[src/rtl/write_through_buffer_pkg.sv]
// ---------------------------------------------------------------------------
// write_through_buffer_pkg
// Shared cache definitions used by both the write-side buffer and the
// read-side cache: address field positions/widths and the drain FSM encoding.
//
// Address layout (byte address, 11 bits):
//   tag  = addr[10:5]   (6 bits)
//   line = addr[4:3]    (2 bits)
//   blk  = addr[2:0]    (3 bits)
// ---------------------------------------------------------------------------
package write_through_buffer_pkg;

    localparam int TAG_W    = 6;
    localparam int LINE_W   = 2;
    localparam int BLK_W    = 3;

    localparam int TAG_LSB  = 5;
    localparam int LINE_LSB = 3;
    localparam int BLK_LSB  = 0;

    // Drain FSM: IDLE waits for a buffered entry, REQ holds the RAM write
    // until it is acknowledged.
    typedef enum logic {
        DRAIN_IDLE = 1'b0,
        DRAIN_REQ  = 1'b1
    } drain_state_t;

endpackage

[src/rtl/write_through_buffer_fifo.sv]
// ---------------------------------------------------------------------------
// wb_fifo
// Write-buffer FIFO: storage for buffered (address, data) pairs plus head/tail
// pointers and occupancy count. Also compares a probe address against every
// live entry so the read side can detect a pending write to the same byte.
//
// Ports:
//   clk, reset              clock, synchronous active-high reset
//   push, push_addr/data    enqueue at tail (caller guarantees !full)
//   pop                     dequeue head (caller guarantees !empty)
//   head_addr/head_data     oldest entry, combinational
//   count, full, empty      occupancy state (registered)
//   probe_addr, probe_hit   probe_hit=1 when any live entry matches probe_addr
// ---------------------------------------------------------------------------
module wb_fifo #(
    parameter int AW    = 11,
    parameter int DW    = 8,
    parameter int DEPTH = 4
) (
    input  logic                       clk,
    input  logic                       reset,
    input  logic                       push,
    input  logic [AW-1:0]              push_addr,
    input  logic [DW-1:0]              push_data,
    input  logic                       pop,
    output logic [AW-1:0]              head_addr,
    output logic [DW-1:0]              head_data,
    output logic [$clog2(DEPTH):0]     count,
    output logic                       full,
    output logic                       empty,
    input  logic [AW-1:0]              probe_addr,
    output logic                       probe_hit
);

    localparam int PW = $clog2(DEPTH);

    logic [AW-1:0]  addr_mem [DEPTH];
    logic [DW-1:0]  data_mem [DEPTH];

    logic [PW-1:0]  head_reg;
    logic [PW-1:0]  tail_reg;
    logic [PW:0]    count_reg;

    logic [DEPTH-1:0] entry_match;

    // Pointers wrap naturally because DEPTH is a power of two.
    always_ff @(posedge clk) begin
        if (reset) begin
            head_reg  <= '0;
            tail_reg  <= '0;
            count_reg <= '0;
        end else begin
            if (push) begin
                tail_reg <= tail_reg + 1'b1;
            end
            if (pop) begin
                head_reg <= head_reg + 1'b1;
            end
            case ({push, pop})
                2'b10:   count_reg <= count_reg + 1'b1;
                2'b01:   count_reg <= count_reg - 1'b1;
                default: count_reg <= count_reg;
            endcase
        end
    end

    // Storage carries no reset; liveness is tracked purely by the pointers.
    always_ff @(posedge clk) begin
        if (push) begin
            addr_mem[tail_reg] <= push_addr;
            data_mem[tail_reg] <= push_data;
        end
    end

    assign head_addr = addr_mem[head_reg];
    assign head_data = data_mem[head_reg];
    assign count     = count_reg;
    assign full      = (count_reg == (PW+1)'(DEPTH));
    assign empty     = (count_reg == '0);

    // An entry is live when its distance from the head is below the count.
    // The head entry stays live while it is being written to RAM, so a read
    // of that address is still flagged until the write is acknowledged.
    generate
        for (genvar gi = 0; gi < DEPTH; gi++) begin : g_probe
            logic [PW-1:0] offset;
            logic          live;
            assign offset          = PW'(gi) - head_reg;
            assign live            = ({1'b0, offset} < count_reg);
            assign entry_match[gi] = live && (addr_mem[gi] == probe_addr);
        end
    endgenerate

    assign probe_hit = |entry_match;

endmodule

[src/rtl/write_through_buffer.sv]
// ---------------------------------------------------------------------------
// write_through_buffer
// Write-through store path for a direct-mapped data cache. Each accepted CPU
// write is queued for RAM and, in the following cycle, looked up against the
// tag store; a hit updates the cached byte (no write-allocate on a miss).
// A two-state drain FSM issues buffered writes to RAM in order, with one
// bubble cycle after each acknowledge.
//
// Ports:
//   clk, reset                 clock, synchronous active-high reset
//   wr_req/wr_addr/wr_data     CPU write; accepted when wr_req && wr_ready
//   wr_ready                   buffer not full
//   lk_line -> lk_tag/lk_valid tag-store lookup for the write in the lookup stage
//   dc_wr/dc_line/dc_blk/dc_din data-cache byte write on a lookup hit
//   mem_wr/mem_addr/mem_din    RAM write request, held until mem_ack
//   mem_ack                    RAM write completed
//   rd_addr, rd_hazard         read address matches a buffered write
//   idle                       nothing buffered, lookup empty, drain idle
//   count                      number of buffered entries
// ---------------------------------------------------------------------------
module write_through_buffer
    import write_through_buffer_pkg::*;
#(
    parameter int AW    = 11,
    parameter int DW    = 8,
    parameter int DEPTH = 4
) (
    input  logic                       clk,
    input  logic                       reset,
    input  logic                       wr_req,
    input  logic [AW-1:0]              wr_addr,
    input  logic [DW-1:0]              wr_data,
    output logic                       wr_ready,
    input  logic [TAG_W-1:0]           lk_tag,
    input  logic                       lk_valid,
    output logic [LINE_W-1:0]          lk_line,
    output logic                       dc_wr,
    output logic [LINE_W-1:0]          dc_line,
    output logic [BLK_W-1:0]           dc_blk,
    output logic [DW-1:0]              dc_din,
    output logic                       mem_wr,
    output logic [AW-1:0]              mem_addr,
    output logic [DW-1:0]              mem_din,
    input  logic                       mem_ack,
    input  logic [AW-1:0]              rd_addr,
    output logic                       rd_hazard,
    output logic                       idle,
    output logic [$clog2(DEPTH):0]     count
);

    logic          accept;
    logic          pop;
    logic          fifo_full;
    logic          fifo_empty;
    logic [AW-1:0] head_addr;
    logic [DW-1:0] head_data;

    logic          lk_vld_reg;
    logic [AW-1:0] lk_addr_reg;
    logic [DW-1:0] lk_data_reg;

    drain_state_t  state_reg;
    drain_state_t  state_next;

    // Ready depends only on registered occupancy, so a pop in the same cycle
    // never opens room for a push while full.
    assign wr_ready = !fifo_full;
    assign accept   = wr_req && wr_ready;

    wb_fifo #(
        .AW    (AW),
        .DW    (DW),
        .DEPTH (DEPTH)
    ) u_fifo (
        .clk        (clk),
        .reset      (reset),
        .push       (accept),
        .push_addr  (wr_addr),
        .push_data  (wr_data),
        .pop        (pop),
        .head_addr  (head_addr),
        .head_data  (head_data),
        .count      (count),
        .full       (fifo_full),
        .empty      (fifo_empty),
        .probe_addr (rd_addr),
        .probe_hit  (rd_hazard)
    );

    // Lookup stage: reloaded on every accept, so back-to-back writes each get
    // their own lookup cycle.
    always_ff @(posedge clk) begin
        if (reset) begin
            lk_vld_reg  <= 1'b0;
            lk_addr_reg <= '0;
            lk_data_reg <= '0;
        end else begin
            lk_vld_reg <= accept;
            if (accept) begin
                lk_addr_reg <= wr_addr;
                lk_data_reg <= wr_data;
            end
        end
    end

    assign lk_line = lk_addr_reg[LINE_LSB +: LINE_W];
    assign dc_wr   = lk_vld_reg && lk_valid
                     && (lk_tag == lk_addr_reg[TAG_LSB +: TAG_W]);
    assign dc_line = lk_addr_reg[LINE_LSB +: LINE_W];
    assign dc_blk  = lk_addr_reg[BLK_LSB +: BLK_W];
    assign dc_din  = lk_data_reg;

    // Drain FSM state register.
    always_ff @(posedge clk) begin
        if (reset) begin
            state_reg <= DRAIN_IDLE;
        end else begin
            state_reg <= state_next;
        end
    end

    // Returning to IDLE after each acknowledge gives the bubble cycle and
    // lets the registered count settle before the next request.
    always_comb begin
        state_next = state_reg;
        mem_wr     = 1'b0;
        pop        = 1'b0;
        case (state_reg)
            DRAIN_IDLE: begin
                if (!fifo_empty) begin
                    state_next = DRAIN_REQ;
                end
            end
            DRAIN_REQ: begin
                mem_wr = 1'b1;
                if (mem_ack) begin
                    pop        = 1'b1;
                    state_next = DRAIN_IDLE;
                end
            end
            default: begin
                state_next = DRAIN_IDLE;
            end
        endcase
    end

    assign mem_addr = head_addr;
    assign mem_din  = head_data;
    assign idle     = fifo_empty && !lk_vld_reg && (state_reg == DRAIN_IDLE);

endmodule

[config.mk]
export PLATFORM = sky130hd
export DESIGN_NAME = write_through_buffer
export DESIGN_NICKNAME = d
export VERILOG_FILES = /design/src/rtl/write_through_buffer_pkg.sv /design/src/rtl/write_through_buffer_fifo.sv /design/src/rtl/write_through_buffer.sv
export SDC_FILE = /design/constraint.sdc
export NUM_CORES = 1
export LEC_CHECK = 0
export ABC_CLOCK_PERIOD_IN_PS = 7400
export CAP_MARGIN = 10
export CORE_MARGIN = 4
export CORE_UTILIZATION = 55
export CTS_CLUSTER_DIAMETER = 50
export DETAILED_ROUTE_END_ITERATION = 8
export PLACE_DENSITY = 0.91
export SLEW_MARGIN = 20
export SYNTH_ARGS = -nofsm -noshare
export SYNTH_HDL_FRONTEND = slang
export SYNTH_HIERARCHICAL = 1
export SYNTH_SLANG_ARGS = --single-unit
export TNS_END_PERCENT = 30
[constraint.sdc]
create_clock -name clk -period 7.4 [get_ports clk]
set_clock_uncertainty 0.2 [all_clocks]
set_input_delay 1.48 -clock clk [delete_from_list [all_inputs] [get_ports clk]]
set_output_delay 1.48 -clock clk [all_outputs]
set_load 0.01 [all_outputs]
; Word-level counts from Yosys, hierarchy flattened
; Memories as Yosys holds them, arrays and structs flattened. A register that Yosys moved wholly into a read port is not among the register bits.
; Cells that the tools add are included.
[totals]
in_bits = 41
n_memories = 2
elab_cells = 57
mem_bits_rw = 76
register_bits = 28
[mem_list]
columns = name, depth, word_bits, rd, rd_clocked_by_memory_dff, write_ports, line_no
row1 = u_fifo.addr_mem, 4, 11, 5, 1, 1, write_through_buffer_fifo.sv:37  ; logic [AW-1:0] addr_mem [DEPTH];
row2 = u_fifo.data_mem, 4, 8, 1, 1, 1, write_through_buffer_fifo.sv:38  ; logic [DW-1:0] data_mem [DEPTH];
[classes]
muxes = 13
eq_ne = 8
n_reduce_logical = 14
addsub = 8
n_bitwise = 1
magnitude_cmp = 4
[ops]
columns = cell, count
row1 = 11-bit equality test, 4
row2 = 2-bit by 3-bit less-than comparator with 1-bit output, 4
row3 = 1-bit logical AND, 9
row4 = 2-bit two-way mux, 4
row5 = 1-bit two-way mux, 7
row6 = 6-bit equality test, 1
row7 = 3-bit case mux with 2 select lines, 1
row8 = 2-bit by 1-bit adder with 2-bit output (second input constant), 2
row9 = 4-bit OR reduction, 1
row10 = 1-bit by 2-bit subtractor with 2-bit output (first input constant), 2
row11 = 2-bit subtractor (first input constant), 2
row12 = 3-bit by 1-bit adder with 3-bit output (second input constant), 1
row13 = 3-bit equality test (second input constant), 1
row14 = 3-bit zero test, 1
row15 = 3-bit by 1-bit subtractor with 3-bit output (second input constant), 1
row16 = 2-bit by 1-bit equality test with 1-bit output (second input constant), 1
row17 = 2-bit equality test (second input constant), 1
row18 = 1-bit zero test, 2
row19 = 1-bit case mux with 2 select lines, 1
row20 = 2-bit nonzero test, 1
row21 = 1-bit NOT, 1

; Depth between registers and ports, before layout
[logic_depth]
ltp_word = 5
mapped_depth = 12
ltp_nobuf = 11

; Hierarchy
; The synthesis kept the hierarchy.
[modules_own_cells]
columns = module, area_per_inst_um2, cells_each, instances
row1 = wb_fifo, 3774.9, 222, 1
row2 = write_through_buffer, 972.2, 108, 1

; Worst setup path before layout
; OpenSTA, ideal clock, no wires.
[synth_timing]
kind = input -> output
start = in rd_addr[9]
end = out rd_hazard
t_required_ps = 5720
path_slack_ps = 3350
arrival_ps = 2370
cell_stages = 5
path_buffers = 0
cell_sequence = xor2_1 -> nor4_1 -> o211ai_2 -> nor4_1 -> or4_1
[synth_between]
elab_chain_len = 3
word_cells_on_any_way = 9
cone_classes = eq/ne: 4 / reduce/logical: 5
[synth_rtl]
columns = element, line_no
row1 = start: declaration, write_through_buffer.sv:45  ; input logic [AW-1:0] rd_addr,
row2 = 11-bit equality test, write_through_buffer_fifo.sv:90  ; assign entry_match[gi] = live && (addr_mem[gi] == probe_addr);
row3 = 1-bit logical AND, write_through_buffer_fifo.sv:90
row4 = 4-bit OR reduction *, write_through_buffer_fifo.sv:94  ; assign probe_hit = |entry_match;
row5 = end: declaration, write_through_buffer.sv:46  ; output logic rd_hazard,
; Every way passes the cells marked *; elsewhere a longest branch is shown, timed or not.

; Final worst setup path
[layout_timing]
start = in rd_addr[8]
end = out rd_hazard
; Same word-level chain as after synthesis.

==> Flow_metrics.wiki <==
{| class="wikitable"
! Metric !! Value
|-
| Worst-case hold slack || 0.277 ns
|-
| Fraction of post-synthesis cell area in the top cell type by area || 48.1%
|-
| Netlist area before placement || 4750 um^2
|-
| Iter 0 DRT Violations || 145
|-
| Top Family by Delay on Critical Path || buffers and inverters
|-
| Filler cell count || 559
|-
| Critical path cell sequence || clkdlybuf4s50_1, xor2_1, nor4_1, o211ai_2, nor4_1, or4_1, clkdlybuf4s50_1
|-
| Top cells by area, synth || sky130_fd_sc_hd__edfxtp_1 48%, sky130_fd_sc_hd__dfxtp_1 13%, sky130_fd_sc_hd__mux4_2 9.0%
|-
| GR Overflow Total || 0
|-
| Core Rows || 33
|-
| Distinct cells, synth || 37
|-
| Classification of the worst-slack hold path || reg -> reg
|-
| Number of antenna violations at the first check in global routing || 0
|-
| Iteration count of the initial detailed-routing pass || 4
|-
| Overall die width || 101 um
|-
| CTS sink count || 106
|-
| Core ar. || 8300 um^2
|-
| Clock latency on the worst-skew pair || 0.36 ns
|-
| Net count of the mapped netlist || 381
|-
| Fmax achieved || 0.187 GHz
|-
| Layout cells sized above 1 || 14.8%
|-
| Placed cell area || 5570 um^2
|-
| Last weighted congestion value of the routability-driven placer || 0.978
|-
| Commonest cells after routing, fill and taps aside || 82 x sky130_fd_sc_hd__clkdlybuf4s50_1, 76 x sky130_fd_sc_hd__edfxtp_1, 38 x sky130_fd_sc_hd__nand2_1
|-
| Count of input and output buffers || 82
|-
| Most used flip-flop cell after synthesis || sky130_fd_sc_hd__edfxtp_1
|-
| Shortest clock period the worst path allows after layout || 5.35 ns
|-
| Synthesized area per cell || 14.4 um^2
|-
| Leakage power summed over all cells || 1.95 nW
|-
| Vias in the first global route || 3088
|-
| Die Ht || 101 um
|-
| Pwr Density || 264 nW/um^2
|-
| Crit path capture type || output port
|-
| Overall Global Routing Usage || 21.0%
|-
| Portion of the clock cycle consumed by the worst path in the final layout || 72.2%
|-
| Buffers and inverters on the worst path || 2
|-
| Detailed placer's ending HPWL || 6880 um
|-
| Number of buffers on the longest clock path || 2
|-
| Worst IR Drop VDD || 0.174 mV
|-
| Number of enable flip-flop cells after synthesis || 76
|-
| Hold Vio Cnt, Final || 0
|-
| RSZ-0062 raised after global routing || no
|-
| Startpoint-to-endpoint class of the critical path || in -> out
|-
| Total number of vias || 2841
|-
| Final TNS setup || 0 ns
|-
| Post-route ant nets || 0
|-
| Detailed-route vias per instance || 5.51
|-
| Cell at the root of the clock tree || sky130_fd_sc_hd__clkbuf_8
|-
| Hold-fix buffers at CTS || 0
|-
| Number of cells produced by synthesis || 330
|-
| Number of flip-flops in the largest register || 44
|-
| Library cell contributing the largest single delay on the critical path || sky130_fd_sc_hd__clkdlybuf4s50_1
|-
| Count of non-filler cells in the finished layout || 516
|-
| Top fanout value on the critical path || 4
|-
| Critical Path Start Type || input pin
|-
| Antenna Cells || 0
|-
| Number of storage elements in the synthesis netlist || 106
|-
| Yosys warning total || 6
|-
| Maximum number of pins on one net before global-route repair || 30
|-
| Commonest non-fill, non-tap cell in the layout || sky130_fd_sc_hd__clkdlybuf4s50_1
|-
| Number of max-cap violations || 0
|-
| Post-layout net count || 457
|-
| Async set-or-reset flop fraction in the synthesized netlist || 0%
|-
| Worst-path clk slew || 0.09 ns
|-
| Synthesis-to-layout area growth || 22.0%
|-
| Required time at the endpoint of the critical path || 5.72 ns
|-
| Post-detailed-route DRC marker count || 0
|-
| Routed wire per std cell || 19.5 um
|-
| Count of instances resized after the clock tree is built || 0
|-
| Number of buffers added by the clock tree synthesis step || 9
|-
| Initial core utilization || 57.2%
|-
| Status || complete, no violations
|-
| Summed area of non-filler cells in the final layout || 5790 um^2
|-
| Final total power || 1.53 mW
|-
| Stage delay of the slowest cell on the critical path || 0.54 ns
|-
| H-tree depth reported by CTS || 3
|-
| Area enclosed by the die boundary || 10200 um^2
|-
| Global-route wire length before repair || 15900 um
|-
| Count of final setup violators || 0
|-
| Number of placed instances, taps included || 500
|-
| Least-Margin Pin Slew || 1.11 ns
|-
| Buffer count from post-CTS setup fixing || 0
|-
| Aggregate routed wire length || 10000 um
|-
| Largest area contributor in the netlist || sky130_fd_sc_hd__edfxtp_1
|-
| Sequential area share after synthesis || 60.7%
|-
| CTS tree || built
|-
| Boundary Pins || 83
|-
| Max Transition Viols Final || 0
|-
| Arrival time worst endpoint || 3.67 ns
|-
| Max transition margin || 26.3%
|}
## cells by family after synthesis
logic type,share of synthesized area (%)
mux,9.23
flops,60.7
xor+xnor,10.3
buf+inv,3.82
compound gates,5.01
simple gates,8.09
fa+ha+maj,2.79
## path summary, 6_finish.rpt
| kind | startpoint | end | slack, ns | depth (start not counted) |
|---|---|---|---|---|
| max reg2reg | u_fifo/count[2]$_SDFFE_PP0P_ | u_fifo/count[2]$_SDFFE_PP0P_ | 4.54 | 10 |
| min | lk_addr_reg[2]$_SDFFE_PP0P_ | lk_addr_reg[2]$_SDFFE_PP0P_ | 0.28 | 2 |
| max | rd_addr[8] | rd_hazard | 2.05 | 7 |
| min reg2reg | lk_addr_reg[2]$_SDFFE_PP0P_ | lk_addr_reg[2]$_SDFFE_PP0P_ | 0.28 | 2 |
## metrics by stage
step | worst slack (ns) | util [%]
floorplan | 3.35 | -
global placement | 2.19 | 67.1
detailed placement | 2.12 | 67.1
CTS | 2.10 | 69.8
global route | 2.01 | 69.8
finish | 2.05 | 69.8
## cells in the mapped netlist (3+ instances only)
cell                       instances
sky130_fd_sc_hd__edfxtp_1         76
sky130_fd_sc_hd__nand2_1          38
sky130_fd_sc_hd__xor2_1           37
sky130_fd_sc_hd__dfxtp_1          30
sky130_fd_sc_hd__a21oi_2          19
sky130_fd_sc_hd__mux4_2           19
sky130_fd_sc_hd__xnor2_1          19
sky130_fd_sc_hd__nor2_1           10
sky130_fd_sc_hd__ha_1              9
sky130_fd_sc_hd__inv_1             9
sky130_fd_sc_hd__nor4_1            9
sky130_fd_sc_hd__buf_4             8
sky130_fd_sc_hd__a21oi_1           6
sky130_fd_sc_hd__and2_1            5
sky130_fd_sc_hd__buf_2             3
sky130_fd_sc_hd__buf_6             3
sky130_fd_sc_hd__nor3_1            3
## cell type report
cell class,count,area [um^2],area share (%)
clock inverters,6,90.1,1.56
clock buffers,10,128,2.20
flip-flops and latches,106,2880,49.8
multi-input cells,195,1680,29.1
well taps,105,131,2.27
inverters,10,40.0,0.691
repair buffers,84,836,14.4
## metal layers
layer	track usage [%]	routed length, um	part of all wire (%)	vias up
li1	-	-	-	1333
met1	27.2	4120	41	1400
met2	34.8	5030	50	91
met3	4.64	714	7.1	17
met4	7.98	174	1.7	0
met5	0	0	0	-
## where the power goes
group / switching (mW) / internal (mW)
Clock: 0.191 / 0.192
Sequential: 0.0386 / 0.697
Combinational: 0.197 / 0.212
Total: 0.427 / 1.10
## worst register-to-register path: stages (launching register included)
cell                       delay (ns)
sky130_fd_sc_hd__dfxtp_1         0.54
sky130_fd_sc_hd__and3_1          0.24
sky130_fd_sc_hd__nand2b_4        0.32
sky130_fd_sc_hd__inv_4           0.20
sky130_fd_sc_hd__inv_1           0.10
sky130_fd_sc_hd__ha_1            0.17
sky130_fd_sc_hd__inv_1           0.06
sky130_fd_sc_hd__fa_1            0.38
sky130_fd_sc_hd__xor2_1          0.16
sky130_fd_sc_hd__or3_1           0.30
sky130_fd_sc_hd__a21oi_1         0.14
No activity file was read; power rests on OpenSTA's default activity.
==> variant 1, RTL diff (same flow settings) <==
The package constant `TAG_W` goes from 6 to 4.
--- a/src/rtl/write_through_buffer_pkg.sv
+++ b/src/rtl/write_through_buffer_pkg.sv
@@ -12,3 +12,3 @@
 
-    localparam int TAG_W    = 6;
+    localparam int TAG_W    = 4;
     localparam int LINE_W   = 2;
Ports: changed (resized lk_tag); port bits go from 83 to 81. The function was not compared with the original's and may differ.
==> variant 1 against the unedited design <==
  * Final area decreased by 2.4%
  * Wire length increased by 0.31%
  * Critical path depth unchanged
  * Synthesized area decreased by 2.5%
  * Via count decreased by 0.81%
  * Total power decreased by 1.0%
  * Sequential power decreased by 0.7%
  * Sequential cell count decreased by 2
  * Clock power about the same
  * Worst setup slack got worse by 0.11 ns
  * Die area decreased by 2.3%
  * Sequential share of layout area increased by 0.50 points
==> variant 1: results (changes against the unedited design) <==
- Outcome: completed
- Filler Cells Inserted: 592 (+5.9%)
- Worst vdd ir: 0.000134 V (-23%)
- Fraction of layout cells with a size suffix above 1: 12.3% (-2.6 points)
- Via/cell ratio: 5.58 (+1.4%)
- Leak: 0.00192 uW (-1.5%)
- Met3 usage: 4.56% (-0.078 points)
- GR Util All Layers: 20.6% (-0.42 points)
- Synth cell types: 36 (-2.7%)
- NetSw: 426 uW (-0.30%)
- Final worst path period need: 5.46 ns (+0.112 ns)
- R2R setup slack: 4.62 ns (+0.08 ns)
- Worst slew margin: 27.2% (+0.96 points)
- Synth cell count leaders: 76 x edfxtp_1, 36 x nand2_1, 36 x xor2_1, 28 x dfxtp_1, 19 x mux4_2
- 1st-iter DRT viols: 143 (-1.4%)
- Placed cell areas: 5430 um^2 (-2.5%)
- First-pass GRT wire length: 15400 um (-3.2%)
- Vias in the first global route: 3037 (-1.7%)
- Seq/Total Area, Yosys: 61.4% (+0.71 points)
- Buffers on Ports: 80 (-2.4%)
- Post-synth EDFFs: 76 (unchanged)
- GR met1 Demand/Resource: 25.5% (-1.7 points)
- Slowest stage delay, CP: 0.52 ns (-0.02 ns)
- DP Worst Slack: 1.98 ns (-0.142 ns)
- GR Util met2: 35.7% (+0.88 points)
- Clock Power Share: 25.4% (+0.3 points)
- Syn Nets: 369 (-3.1%)
- Routed WL: 10100 um (+0.31%)
- Post-layout net count: 444 (-2.8%)
- CP Launch Point: rd_addr[9]
- Comb power: 398 uW (-3%)
- RR Startpoint: u_fifo/count[2]
- Met3 WL: 611 um (-14%)
- DR WL met2: 5230 um (+4.0%)
- Detail Placement HPWL: 6960 um (+1.2%)
- Largest net degree at the start of global routing: 28 (-6.7%)
- Critical path arrival: 3.78 ns (+0.11 ns)
- Largest cells by area after synthesis: edfxtp_1 49%, dfxtp_1 12%, mux4_2 9.2%, xor2_1 6.8%, nand2_1 2.9%
variant 1: kinds of logic (layout without fill, tap and decap cells):
kind of cell               Yosys count  count (layout)  synth area share [%]
AOI/OAI and AO/OA                   31              31                  4.62
xor gates and xnor gates            51              51                  9.65
adders and majority gates           10              10                  2.87
buffers and inverters               31             111                  4.25
DFF                                104             104                  61.4
muxes                               20              20                  9.46
and+or+nand+nor                     73              73                  7.71
variant 1: through the flow:
step / total power, uW / instances / util [%]
final: 1510 / 505 / 68.8
after global routing: 1580 / 505 / 68.8
after CTS: 1520 / 505 / 68.8
after detailed placement: 1140 / 489 / 66.1
after global placement: 1130 / 489 / 66.1
after floorplan: 962 / 320 / -
variant 1: cell type report:
cell class              instances  area share [%]
flip-flops and latches        104            50.3
multi-input cells             185            28.1
repair buffers                 82            14.4
well taps                     105            2.32
clock buffers                  10            2.26
clock inverters                 6            1.62
inverters                      13           0.996
variant 1: worst min path at each step:
| stage | cells after the start | from | end | slack (ns) |
|---|---|---|---|---|
| 6_report | 2 | dc_din[3] | dc_din[3] | 0.27 |
| 2_1_floorplan | 2 | lk_addr_reg[0] | lk_addr_reg[0] | 0.24 |
| 5_1_grt | 2 | dc_din[2] | dc_din[2] | 0.29 |
| 4_1_cts | 2 | dc_din[3] | dc_din[3] | 0.27 |
| 3_5_place_dp | 2 | dc_din[3] | dc_din[3] | 0.25 |
| 3_3_place_gp | 2 | dc_din[3] | dc_din[3] | 0.24 |
variant 1: critical path, delay by kind of cell:
| family | cells | cell delay, ns |
|---|---|---|
| buf+inv | 2 | 1.03 |
| simple gates | 3 | 0.87 |
| xor+xnor | 1 | 0.21 |
| compound gates | 1 | 0.19 |
==> variant 2, RTL diff (config.mk and constraints unchanged) <==
Made on the original files. Put a register stage on the output `count`, with the module's reset. The value now appears one clock later. The other outputs are not delayed to match. Comments in the files are not updated.
--- a/src/rtl/write_through_buffer.sv
+++ b/src/rtl/write_through_buffer.sv
@@ -50,2 +50,4 @@
 
+    logic [$clog2(DEPTH):0] count_d;
+
     logic          accept;
@@ -82,3 +84,3 @@
         .head_data  (head_data),
-        .count      (count),
+        .count      (count_d),
         .full       (fifo_full),
@@ -150,2 +152,10 @@
 
+    always_ff @(posedge clk) begin
+        if (reset) begin
+            count <= '0;
+        end else begin
+            count <= count_d;
+        end
+    end
+
 endmodule
Formal check against the unedited RTL: not equivalent (Yosys sat finds a counterexample within 4 cycles, from zero or initial values and one cycle with reset high).
==> variant 2 against the unedited design <==
  * Critical endpoint unchanged
  * Synthesized area is 0.26% lower
  * Worst setup slack worse by 0.0076 ns
  * Sequential cell count is 3 higher
  * Sequential share of layout area is 1.5 points higher
  * Worst hold slack worse by 0.018 ns
  * Total power is 4.4% lower
  * Global-route usage is 0.93 points lower
  * Final area is 0.93% lower
  * First-iteration DRC count is 21% higher
  * Wire length is 2.2% lower
  * Sequential power is 2% higher
  * Combinational power is 4% lower
==> variant 2: results (changes against the unedited design) <==
- NetSw: 414 uW (-2.9%)
- Synthesized area per cell: 14.1 um^2 (-2.0%)
- Syn Nets: 387 (+1.6%)
- Area occupied by multi-input gates: 1630 um^2 (-3.4%)
- Worst vdd ir: 0.000158 V (-9.7%)
- Fraction of area in registers: 51.3% (+1.5 points)
- Syn Std Cell Area: 4730 um^2 (-0.26%)
- DP Worst Slack: 2.10 ns (-0.0184 ns)
- #MultiIn Comb: 198 (+1.5%)
- GR Util All Layers: 20.1% (-0.93 points)
- Worst Slack Setup Final: 2.05 ns (-0.00763 ns)
- Hold slack: 0.260 ns (-0.0176 ns)
- Clock sinks: 109 (+2.8%)
- Data buffer area share: 14.6% (+0.14 points)
- Gpl congestion: 0.862 (-12%)
- Routed WL: 9820 um (-2.2%)
- Filler Cells Inserted: 568 (+1.6%)
- Seq pwr share: 51.6% (+3.5 points)
- Largest cells by area after synthesis: edfxtp_1 48%, dfxtp_1 14%, mux4_2 9.0%, xor2_1 6.8%, xnor2_1 3.5%
- RR Startpoint: u_fifo/count[1]
- Post-layout net count: 463 (+1.3%)
- CP Launch Point: rd_addr[3]
- Seq/Total Area, Yosys: 62.2% (+1.4 points)
- Detail Placement HPWL: 6970 um (+1.3%)
- Gate power share: 27.1% (+0.3 points)
- Outcome: completed
- WHS Endpoint: dc_din[7]
- Worst-margin pin slew: 1.05 ns (-0.0560 ns)
- DRT Pass-1 Iters: 4 (unchanged)
- Synth cell count leaders: 76 x edfxtp_1, 40 x nand2_1, 37 x xor2_1, 33 x dfxtp_1, 25 x a21oi_1
- Largest net degree at the start of global routing: 33 (+10%)
- Via count: 2857 (+0.56%)
- Final clock-cell share: 2.86% (-0.90 points)
- P_clk: 311 uW (-19%)
- Worst Reg-to-Reg Cells: 11 (+1)
- Vias in the first global route: 3009 (-2.6%)
- Leak: 0.00197 uW (+0.85%)
- HP Start: dc_din[7]
- R2R setup slack: 4.44 ns (-0.10 ns)
- 1st-iter DRT viols: 176 (+21%)
- R2r endpoint: u_fifo/count[2]
- Synth cell types: 34 (-8.1%)
- Layout area overhead: 21.2%
## variant 2: changes by cell type in the layout (fill, tap and decap cells not counted), moves of 2 or more
cell / unedited run / this run
nor2b_1: 2 / 5
nand2_1: 38 / 40
bufinv_16: 2 / 0
inv_4: 1 / 4
a21oi_2: 19 / 0
a21oi_1: 6 / 25
dfxtp_1: 30 / 33
nand2_2: 2 / 0
## variant 2: routing by layer
metal  track usage, %  vias up  share of wire (%)
li1                 -     1350                  -
met3             6.09       19                9.5
met5                0        -                  0
met2             33.4      114                 50
met4             7.15        0                2.0
met1             25.0     1374                 39
## variant 2: logic make-up (layout without fill, tap and decap cells)
kind of cell / Yosys count / in the layout / share of synthesized area [%]
flip-flops: 109 / 109 / 62.2
AND/OR/NAND/NOR: 82 / 82 / 8.40
XOR/XNOR: 56 / 56 / 10.4
AO/OA/AOI/OAI: 30 / 30 / 3.51
buffers and inverters: 29 / 110 / 3.51
multiplexers: 20 / 20 / 9.25
adder cells (fa/ha/maj): 10 / 10 / 2.80
